`config.mk`:
```
export PLATFORM = sky130hd
export DESIGN_NAME = rowbias_gen
export DESIGN_NICKNAME = d
export VERILOG_FILES = /design/src/rtl/rowbias_gen.sv
export SDC_FILE = /design/constraint.sdc
export NUM_CORES = 1
export LEC_CHECK = 0
export BUFFER_PORTS_ARGS = -buffer_cell sky130_fd_sc_hd__buf_2
export CAP_MARGIN = 20
export CORE_ASPECT_RATIO = 2
export CORE_MARGIN = 3
export CORE_UTILIZATION = 51
export DETAILED_ROUTE_END_ITERATION = 12
export HOLD_SLACK_MARGIN = 0.06
export PLACE_DENSITY = 0.76
export RECOVER_POWER = 50
export SYNTH_ARGS = -nofsm -noshare
export SYNTH_HDL_FRONTEND = slang
export SYNTH_SLANG_ARGS = --single-unit
export TNS_END_PERCENT = 10
```
`constraint.sdc`:
```
create_clock -name clock -period 3.07 [get_ports clock]
set_clock_uncertainty 0.05 [all_clocks]
set_input_delay 0.921 -clock clock [delete_from_list [all_inputs] [get_ports clock]]
set_output_delay 0.921 -clock clock [all_outputs]
set_load 0.005 [all_outputs]
```
`src/rtl/rowbias_gen.sv`:
```
// Per-row bias feeder: hands out one-hot hint values in LFSR order,
// never repeating a value within a row until the pool refills or restarts.
module rowbias_gen #(
    parameter int                 GRID_LEN = 9,
    parameter int                 LFSR_W   = 16,
    parameter logic [LFSR_W-1:0]  SEED     = LFSR_W'(16'hACE1)
) (
    input  logic                clock,
    input  logic                reset,
    input  logic                updaterowbias,
    input  logic [GRID_LEN:0]   rqindex,
    output logic [GRID_LEN-1:0] rowbias,
    output logic                biasvalid,
    output logic                busy,
    output logic [GRID_LEN-1:0] usedmask
);

    localparam int CW = (GRID_LEN > 1) ? $clog2(GRID_LEN) : 1;

    localparam logic [LFSR_W-1:0] TAPS     = LFSR_W'(16'hB400);
    localparam logic [LFSR_W-1:0] SEED_EFF =
        (SEED == '0) ? LFSR_W'(1) : SEED;

    localparam logic [1:0] S_IDLE  = 2'd0;
    localparam logic [1:0] S_PICK  = 2'd1;
    localparam logic [1:0] S_VALID = 2'd2;

    localparam logic [GRID_LEN:0]   RQ_ONE   = (GRID_LEN+1)'(1);
    localparam logic [GRID_LEN-1:0] BIAS_ONE = GRID_LEN'(1);
    localparam logic [CW-1:0]       CAND_MAX = CW'(GRID_LEN - 1);
    localparam logic [7:0]          MOD_DIV  = 8'(GRID_LEN);

    logic [1:0]          state_q, state_d;
    logic [LFSR_W-1:0]   lfsr_q, lfsr_d;
    logic [CW-1:0]       cand_q, cand_d;
    logic [GRID_LEN-1:0] rowbias_q, rowbias_d;
    logic [GRID_LEN-1:0] used_q, used_d;

    logic [7:0]          lfsr_lo;
    logic [7:0]          lfsr_mod;
    logic [CW-1:0]       cand_start;
    logic                req_onehot;
    logic                req_accept;

    // Galois right-shift form; runs regardless of FSM state
    assign lfsr_d = {1'b0, lfsr_q[LFSR_W-1:1]}
                  ^ (lfsr_q[0] ? TAPS : '0);

    assign lfsr_lo    = lfsr_q[7:0];
    assign lfsr_mod   = lfsr_lo % MOD_DIV;
    assign cand_start = lfsr_mod[CW-1:0];

    assign req_onehot = (rqindex != '0)
                      && ((rqindex & (rqindex - RQ_ONE)) == '0);
    assign req_accept = updaterowbias && req_onehot;

    always_comb begin
        state_d   = state_q;
        cand_d    = cand_q;
        rowbias_d = rowbias_q;
        used_d    = used_q;
        unique case (state_q)
            S_IDLE: begin
                if (req_accept) begin
                    if (rqindex[GRID_LEN]) begin
                        used_d = '0;
                    end else begin
                        cand_d  = cand_start;
                        if (&used_q) used_d = '0;
                        state_d = S_PICK;
                    end
                end
            end
            S_PICK: begin
                // Pool always has a free slot here, so the scan terminates
                if (!used_q[cand_q]) begin
                    rowbias_d      = BIAS_ONE << cand_q;
                    used_d[cand_q] = 1'b1;
                    state_d        = S_VALID;
                end else begin
                    cand_d = (cand_q == CAND_MAX) ? '0
                                                  : cand_q + CW'(1);
                end
            end
            S_VALID: state_d = S_IDLE;
            default: state_d = S_IDLE;
        endcase
    end

    always_ff @(posedge clock or negedge reset) begin
        if (!reset) begin
            state_q   <= S_IDLE;
            lfsr_q    <= SEED_EFF;
            cand_q    <= '0;
            rowbias_q <= '0;
            used_q    <= '0;
        end else begin
            state_q   <= state_d;
            lfsr_q    <= lfsr_d;
            cand_q    <= cand_d;
            rowbias_q <= rowbias_d;
            used_q    <= used_d;
        end
    end

    assign rowbias   = rowbias_q;
    assign usedmask  = used_q;
    assign biasvalid = (state_q == S_VALID);
    assign busy      = (state_q != S_IDLE);

endmodule

```
==> PnR_summary.wiki, run 1 <==
{| class="wikitable"
! Metric !! Value
|-
| Seq pwr share || 49.5%
|-
| Pins Over Slew Limit || 41
|-
| RSZ-0062 raised after global routing || true
|-
| Number of global-route vias before repair || 2,139
|-
| Met1 Usage GRT || 19.2%
|-
| Share of the synthesized area in the top cell type || 34.9%
|-
| Hold_sp || lfsr_q[9]$_DFF_PN0_
|-
| Max Fanout on Critical Path || 3
|-
| Max-cap violation count || 1
|-
| EDFF count, synth || 0
|-
| H-tree Lvls || 2
|-
| Power spent charging and discharging nets || 0.319 mW
|-
| Crit Path Category || reg2reg
|-
| Cell-by-cell listing of the critical path || or2b_4, o2111ai_2, a22oi_2, ha_2, a211o_1, or2_4, a21oi_4, xnor2_2, ha_2, nor2b_4, o21ai_2, a21oi_2, mux2_4, a21oi_2
|-
| Boundary pin count || 33
|-
| Antenna cells || 0
|-
| Initial antenna violation count || 0
|-
| Status || finished with violations
|-
| Via total after detailed routing || 2,058
|-
| Post-route DRC || 0
|-
| Cell at the slowest stage of the critical path || sky130_fd_sc_hd__dfstp_2
|-
| Final instance area || 0.00286 mm²
|-
| Primary FF master, synth || sky130_fd_sc_hd__dfrtp_1
|-
| TritonCTS clock tree || yes
|-
| Max Clk Rate || 0.306 GHz
|-
| Number of cells in the finished layout apart from fillers || 345
|-
| Met3 demand-to-capacity share in global routing || 3.56%
|-
| Combined global-route utilization of all metal layers || 23.2%
|-
| Number of sinks driven by the clock tree || 40
|-
| Delay of the slowest critical-path stage || 540 ps
|-
| Fraction of power consumed by the clock network || 36.4%
|-
| Wire length of the first global-routing pass || 9320 µm
|-
| Routed wire length || 5710 µm
|-
| TritonCTS Buffers || 5
|-
| Critical Path End Type || flip-flop
|-
| Layout cells sized above 1 || 33.1%
|-
| Post-synthesis net count || 255
|-
| Final antenna-violating net count || 0
|-
| Via/cell ratio || 5.97
|-
| Violations in the final reports || capacitance limit, slew limit, setup timing
|-
| GRT busiest layer || met2
|-
| Minimum clock period after layout || 3270 ps
|-
| Util after Layout || 68.0%
|-
| Flip-flop and latch count after synthesis || 40
|-
| YS warnings || 0
|-
| Worst Hold Class || reg2reg
|-
| Reported leakage power || 1.37 nW
|-
| Die span in y || 101 µm
|-
| Unique masters post-synth || 56
|-
| Total core area || 0.00421 mm²
|-
| Pre-CTS WS || -192 ps
|-
| Cell type group with the largest total delay on the critical path || compound AO/OA/AOI/OAI gates
|-
| Width of the die || 53.5 µm
|-
| Final worst-path cycle share || 106%
|-
| Buffer depth of the longest clock path || 2
|-
| Starting density of the core || 54.5%
|-
| Proportion of synthesized chip area in sequential cells || 44.0%
|-
| Area added between synthesis and finish || 24.7%
|-
| NumNets Final || 315
|-
| Synthesized instance count || 232
|-
| Inst Count DP || 335
|-
| Length of the first detailed-routing pass in iterations || 4
|-
| First element of the critical path || lfsr_q[6]$_DFF_PN1_
|-
| Post-DP HPWL || 4500 µm
|-
| CP bufs+invs || 0
|-
| Top cell type by total area after synthesis || sky130_fd_sc_hd__dfrtp_1
|-
| Netlist area before placement || 0.00230 mm²
|-
| Headroom to the max-slew limit || -36.7%
|-
| Data required time at the worst endpoint || 3240 ps
|-
| Cell Pwr Density || 418 mW/mm²
|-
| Final setup margin || -199 ps
|-
| Peak supply drop || 0.370 mV
|-
| Clock latency on the worst-skew pair || 290 ps
|-
| Share of async-settable or async-resettable flops after synthesis || 100%
|-
| Number of placement rows || 33
|-
| Combinational fraction of design power || 14.1%
|-
| Post-CTS Hold Fix Bufs || 0
|-
| Hold Violations, Final || 0
|-
| Largest cells by area after synthesis || sky130_fd_sc_hd__dfrtp_1 35%, sky130_fd_sc_hd__dfstp_2 9.2%, sky130_fd_sc_hd__ha_1 5.4%, sky130_fd_sc_hd__a21oi_1 4.1%, sky130_fd_sc_hd__o21ai_0 3.3%
|-
| Clock-pin transition on the worst setup and hold timing paths || 90 ps
|-
| Instance area at placement || 0.00272 mm²
|-
| DRC violation total after the first TritonRoute iteration || 36
|-
| Arrival time worst endpoint || 3440 ps
|-
| Cell chosen for the clock root || sky130_fd_sc_hd__clkbuf_8
|-
| Net switching share of the total power || 26.6%
|-
| Met2 Track Usage GR || 44.9%
|-
| Full die area || 0.00539 mm²
|-
| Pin count of the biggest net entering global routing || 41
|-
| Final setup viols || 2
|-
| Final weighted congestion of routability-driven global placement || 0.908
|-
| Slew of the pin with the lowest slew margin || 2050 ps
|-
| Critical path startpoint category || flip-flop
|-
| Port Buffer Count || 32
|-
| Startpoint of the worst-slack reg-to-reg timing path || lfsr_q[6]$_DFF_PN1_
|-
| Internal Dissipation || 0.877 mW
|-
| Per-cell routed wire length || 16.5 µm
|-
| Aggregate global routing overflow || 0
|-
| Average footprint of a synthesized cell || 9.90 µm²
|}
per-layer routing:
metal | share of wire, % | up-vias | wire (µm)
li1 | - | 971 | -
met1 | 32 | 989 | 1850
met2 | 58 | 65 | 3290
met3 | 2.8 | 33 | 162
met4 | 7.0 | 0 | 398
met5 | 0 | - | 0
stage by stage:
step / power (mW) / setup TNS [ps] / hold slack (ps)
detailed placement: 0.771 / -327 / 287
CTS: 1.21 / -381 / 302
finish: 1.20 / -307 / 294
global placement: 0.766 / -86.2 / 288
floorplan: 0.696 / -153 / 281
global route: 1.25 / -835 / 311
repair_timing:
action,CTS,global route
gates cloned,0,0
gates resized for setup,1,3
endpoints found under the setup margin,2,4
pin swaps,4,4
setup buffers,1,1
state kept, by name, indices dropped and copies added, names as in the netlist:
name / cells
cand_q: 4
lfsr_q: 16
rowbias: 9
state_q: 2
usedmask: 9
final cells by class:
type | count | area (µm²)
clock buffers | 5 | 68.8
clock inverters | 3 | 46.3
fillers | 358 | 1350
inverters | 11 | 41.3
multi-input cells | 174 | 1270
flip-flops and latches | 40 | 1010
well taps | 52 | 65.1
repair buffers | 60 | 365
final timing paths:
kind                       cells after the start                       to  slack [ps]
setup / recovery                              14    cand_q[1]$_DFFE_PN0P_        -200
hold reg to reg                                0      lfsr_q[8]$_DFF_PN0_         290
setup reg to reg                              14    cand_q[1]$_DFFE_PN0P_        -200
hold / removal                                 0      lfsr_q[8]$_DFF_PN0_         290
min in group asynchronous                      1  usedmask[5]$_DFFE_PN0P_        1150
max in group asynchronous                      1      lfsr_q[4]$_DFF_PN0_         640
synth_stat cells, types with 2 or more instances:
master,count
sky130_fd_sc_hd__a2111oi_0,2
sky130_fd_sc_hd__a211o_1,2
sky130_fd_sc_hd__a211oi_1,3
sky130_fd_sc_hd__a21oi_1,19
sky130_fd_sc_hd__a22o_1,7
sky130_fd_sc_hd__a22oi_1,4
sky130_fd_sc_hd__and2b_1,2
sky130_fd_sc_hd__and3_1,4
sky130_fd_sc_hd__buf_2,4
sky130_fd_sc_hd__clkbuf_1,3
sky130_fd_sc_hd__dfrtp_1,32
sky130_fd_sc_hd__dfstp_2,8
sky130_fd_sc_hd__ha_1,10
sky130_fd_sc_hd__inv_1,11
sky130_fd_sc_hd__mux2i_1,3
sky130_fd_sc_hd__nand2_1,12
sky130_fd_sc_hd__nand2b_1,9
sky130_fd_sc_hd__nand3_1,2
sky130_fd_sc_hd__nand3b_1,2
sky130_fd_sc_hd__nand4_1,2
sky130_fd_sc_hd__nor2_1,19
sky130_fd_sc_hd__nor2b_1,6
sky130_fd_sc_hd__nor3_1,9
sky130_fd_sc_hd__o211ai_1,3
sky130_fd_sc_hd__o21ai_0,15
sky130_fd_sc_hd__o221ai_1,2
sky130_fd_sc_hd__o31a_1,3
sky130_fd_sc_hd__or3b_1,2
sky130_fd_sc_hd__xnor2_1,3
sky130_fd_sc_hd__xor2_1,3
power by group through the flow:
stage | logic (mW) | clock network (mW) | registers (mW)
after global routing | 0.191 | 0.466 | 0.597
after CTS | 0.170 | 0.448 | 0.592
after floorplan | 0.107 | 0 | 0.589
after detailed placement | 0.169 | 0 | 0.602
after global placement | 0.166 | 0 | 0.600
final | 0.169 | 0.435 | 0.592
cell families after synthesis:
logic type / after synthesis / synth area share (%)
AO/OA/AOI/OAI: 72 / 21.9
XOR/XNOR: 7 / 3.00
adder cells (fa/ha/maj): 11 / 5.88
buffers and inverters: 18 / 3.16
flip-flops: 40 / 44.0
multiplexers: 6 / 3.43
AND/OR/NAND/NOR: 78 / 18.6
placed cells by master, fill, tap and decap left out, types with 2 or more instances in the layout:
cell	instances
sky130_fd_sc_hd__nor2_1	19
sky130_fd_sc_hd__o221ai_1	2
sky130_fd_sc_hd__buf_2	31
sky130_fd_sc_hd__o31a_1	3
sky130_fd_sc_hd__nor3_1	9
sky130_fd_sc_hd__dfrtp_1	32
sky130_fd_sc_hd__dfstp_2	8
sky130_fd_sc_hd__a211oi_1	3
sky130_fd_sc_hd__and3_1	4
sky130_fd_sc_hd__o211ai_1	3
sky130_fd_sc_hd__clkbuf_1	2
sky130_fd_sc_hd__o21ai_0	15
sky130_fd_sc_hd__and2b_1	2
sky130_fd_sc_hd__mux2i_1	3
sky130_fd_sc_hd__ha_2	2
sky130_fd_sc_hd__a22o_1	7
sky130_fd_sc_hd__nand2b_1	9
sky130_fd_sc_hd__xor2_1	3
sky130_fd_sc_hd__nand3_1	2
sky130_fd_sc_hd__a21oi_2	2
sky130_fd_sc_hd__a22oi_1	3
sky130_fd_sc_hd__buf_4	27
sky130_fd_sc_hd__ha_1	8
sky130_fd_sc_hd__a211o_1	2
sky130_fd_sc_hd__inv_1	11
sky130_fd_sc_hd__nand4_1	2
sky130_fd_sc_hd__a2111oi_0	2
sky130_fd_sc_hd__a21oi_1	17
sky130_fd_sc_hd__xnor2_1	2
sky130_fd_sc_hd__nor2b_1	5
sky130_fd_sc_hd__nand3b_1	2
sky130_fd_sc_hd__nand2_1	12
sky130_fd_sc_hd__or3b_1	2
sky130_fd_sc_hd__clkbuf_8	5
No activity file was read; power rests on OpenSTA's default activity.
==> run 2, diff against run 1 <==
- PLACE_DENSITY: 0.76 -> 0.86
==> run 2 against run 1 <==
The run ends with setup timing left. Largest power group unchanged. Hold slack got worse by 2.4 ps. Highest routed layer unchanged. Wire length rose by 7.4%. Clock power rose by 2%. Worst setup slack got worse by 5.3 ps. Combinational power rose by 5%. Largest cell class unchanged. Register-to-register slack barely moved. Fmax fell by 0.16%.
==> PnR_summary.wiki, run 2 (same netlist as run 1, synthesis figures left out) <==
{| class="wikitable"
! Metric !! Value
|-
| Number of placement rows || 33
|-
| Max Fanout on Critical Path || 3
|-
| Headroom to the max-slew limit || 42.9%
|-
| NumNets Final || 316
|-
| Cell-by-cell listing of the critical path || or2b_4, o2111ai_2, a22oi_2, ha_2, a211o_1, or2_4, a21oi_4, xnor2_2, ha_2, nor2b_4, o21ai_4, a21oi_4, mux2_4, a21oi_2
|-
| Via total after detailed routing || 2,131
|-
| Hold Violations, Final || 0
|-
| Cell at the slowest stage of the critical path || sky130_fd_sc_hd__dfstp_2
|-
| Arrival time worst endpoint || 3450 ps
|-
| TritonCTS Buffers || 5
|-
| Number of cells in the finished layout apart from fillers || 346
|-
| R2r setup slk || -200 ps
|-
| RSZ-0062 raised after global routing || true
|-
| Area added between synthesis and finish || 25.9%
|-
| Pin count of the biggest net entering global routing || 41
|-
| Port Buffer Count || 32
|-
| DRC violation total after the first TritonRoute iteration || 94
|-
| H-tree Lvls || 2
|-
| Antenna cells || 0
|-
| Delay of the slowest critical-path stage || 540 ps
|-
| TritonCTS clock tree || yes
|-
| Violations in the final reports || setup timing
|-
| Combined global-route utilization of all metal layers || 24.8%
|-
| Clock-pin transition on the worst setup and hold timing paths || 90 ps
|-
| Cell Pwr Density || 420 mW/mm²
|-
| Pre-CTS WS || -212 ps
|-
| Sequential cell area || 0.00101 mm²
|-
| Data required time at the worst endpoint || 3250 ps
|-
| Reg with most FFs || lfsr_q
|-
| Max-cap violation count || 0
|-
| Starting density of the core || 54.5%
|-
| Final antenna-violating net count || 0
|-
| Routed wire length || 6130 µm
|-
| Area occupied by multi-input gates || 0.00129 mm²
|-
| Buffer depth of the longest clock path || 2
|-
| Number of global-route vias before repair || 2,191
|-
| Worst Hold Class || reg2reg
|-
| Crit Path Category || reg2reg
|-
| Clock latency on the worst-skew pair || 300 ps
|-
| Width of the die || 53.5 µm
|-
| Aggregate global routing overflow || 0
|-
| Post-route DRC || 0
|-
| Final worst-path cycle share || 107%
|-
| Reported leakage power || 1.38 nW
|-
| Wire length of the first global-routing pass || 9750 µm
|-
| Cell chosen for the clock root || sky130_fd_sc_hd__clkbuf_8
|-
| Peak supply drop || 0.368 mV
|-
| Inst Count DP || 336
|-
| Total core area || 0.00421 mm²
|-
| Total Neg Setup Slack || -381 ps
|-
| Boundary pin count || 33
|-
| Status || finished with violations
|-
| Per-cell routed wire length || 17.7 µm
|-
| CP bufs+invs || 0
|-
| Number of sinks driven by the clock tree || 40
|-
| Final setup margin || -204 ps
|-
| Count of filler cells inserted in the layout || 327
|-
| Final setup viols || 3
|-
| Layout cells sized above 1 || 33.7%
|-
| Critical Path End Type || flip-flop
|-
| Top library cells by usage in the layout, fill and taps aside || 32 x sky130_fd_sc_hd__dfrtp_1, 32 x sky130_fd_sc_hd__buf_2, 27 x sky130_fd_sc_hd__buf_4, 19 x sky130_fd_sc_hd__nor2_1, 17 x sky130_fd_sc_hd__a21oi_1
|-
| Via/cell ratio || 6.16
|-
| Post-DP HPWL || 4570 µm
|-
| Initial antenna violation count || 0
|-
| Die span in y || 101 µm
|-
| Critical path startpoint category || flip-flop
|-
| Minimum clock period after layout || 3270 ps
|-
| Length of the first detailed-routing pass in iterations || 4
|-
| Cell type group with the largest total delay on the critical path || compound AO/OA/AOI/OAI gates
|-
| Pins Over Slew Limit || 0
|-
| Final weighted congestion of routability-driven global placement || 0.883
|-
| Max Clk Rate || 0.305 GHz
|-
| Slew of the pin with the lowest slew margin || 857 ps
|-
| Full die area || 0.00539 mm²
|-
| Flip-flop count of the largest register after layout || 16
|}
run 2: through the flow:
stage          utilization (%)  hold WS [ps]  power (mW)  area [µm²]
2_1_floorplan                -           281       0.696        2330
3_3_place_gp              64.9           288       0.763        2730
3_5_place_dp              64.9           291       0.773        2730
4_1_cts                   67.9           298        1.22        2860
5_1_grt                   68.7           295        1.26        2890
6_report                  68.7           292        1.21        2890
run 2: final timing paths:
kind | startpoint | to | cells past startpoint
max in group asynchronous | reset | lfsr_q[2]$_DFF_PN0_ | 1
hold reg to reg | lfsr_q[9]$_DFF_PN0_ | lfsr_q[8]$_DFF_PN0_ | 0
min in group asynchronous | reset | usedmask[5]$_DFFE_PN0P_ | 1
hold / removal | lfsr_q[9]$_DFF_PN0_ | lfsr_q[8]$_DFF_PN0_ | 0
setup reg to reg | lfsr_q[6]$_DFF_PN1_ | cand_q[1]$_DFFE_PN0P_ | 14
setup / recovery | lfsr_q[6]$_DFF_PN1_ | cand_q[1]$_DFFE_PN0P_ | 14
run 2: layout make-up:
cell class | instances | area share (%)
clock buffer | 5 | 2.38
clock inverter | 3 | 1.64
inverter | 11 | 1.43
multi-input combinational | 174 | 44.5
sequential | 40 | 35.0
tap | 52 | 2.25
timing repair buffer | 61 | 12.8
run 2: timing repair:
item,CTS,global route
setup endpoints to repair,2,4
resized for setup,1,7
hold buffers,0,0
pin swaps,4,3
buffers inserted,1,1
run 2: report_power, final:
group          internal (mW)  switching (mW)  leakage (nW)
combinational         0.0801          0.0966         0.850
clock                  0.245           0.200        0.0583
sequential             0.553          0.0386         0.474
total                  0.878           0.336          1.38
run 2: per-layer routing:
metal | vias up | wire length, µm | GRT usage [%]
met3 | 37 | 235 | 4.59
met5 | - | 0 | 0
li1 | 966 | - | -
met1 | 1032 | 1950 | 20.8
met2 | 96 | 3500 | 47.1
met4 | 0 | 439 | 17.9
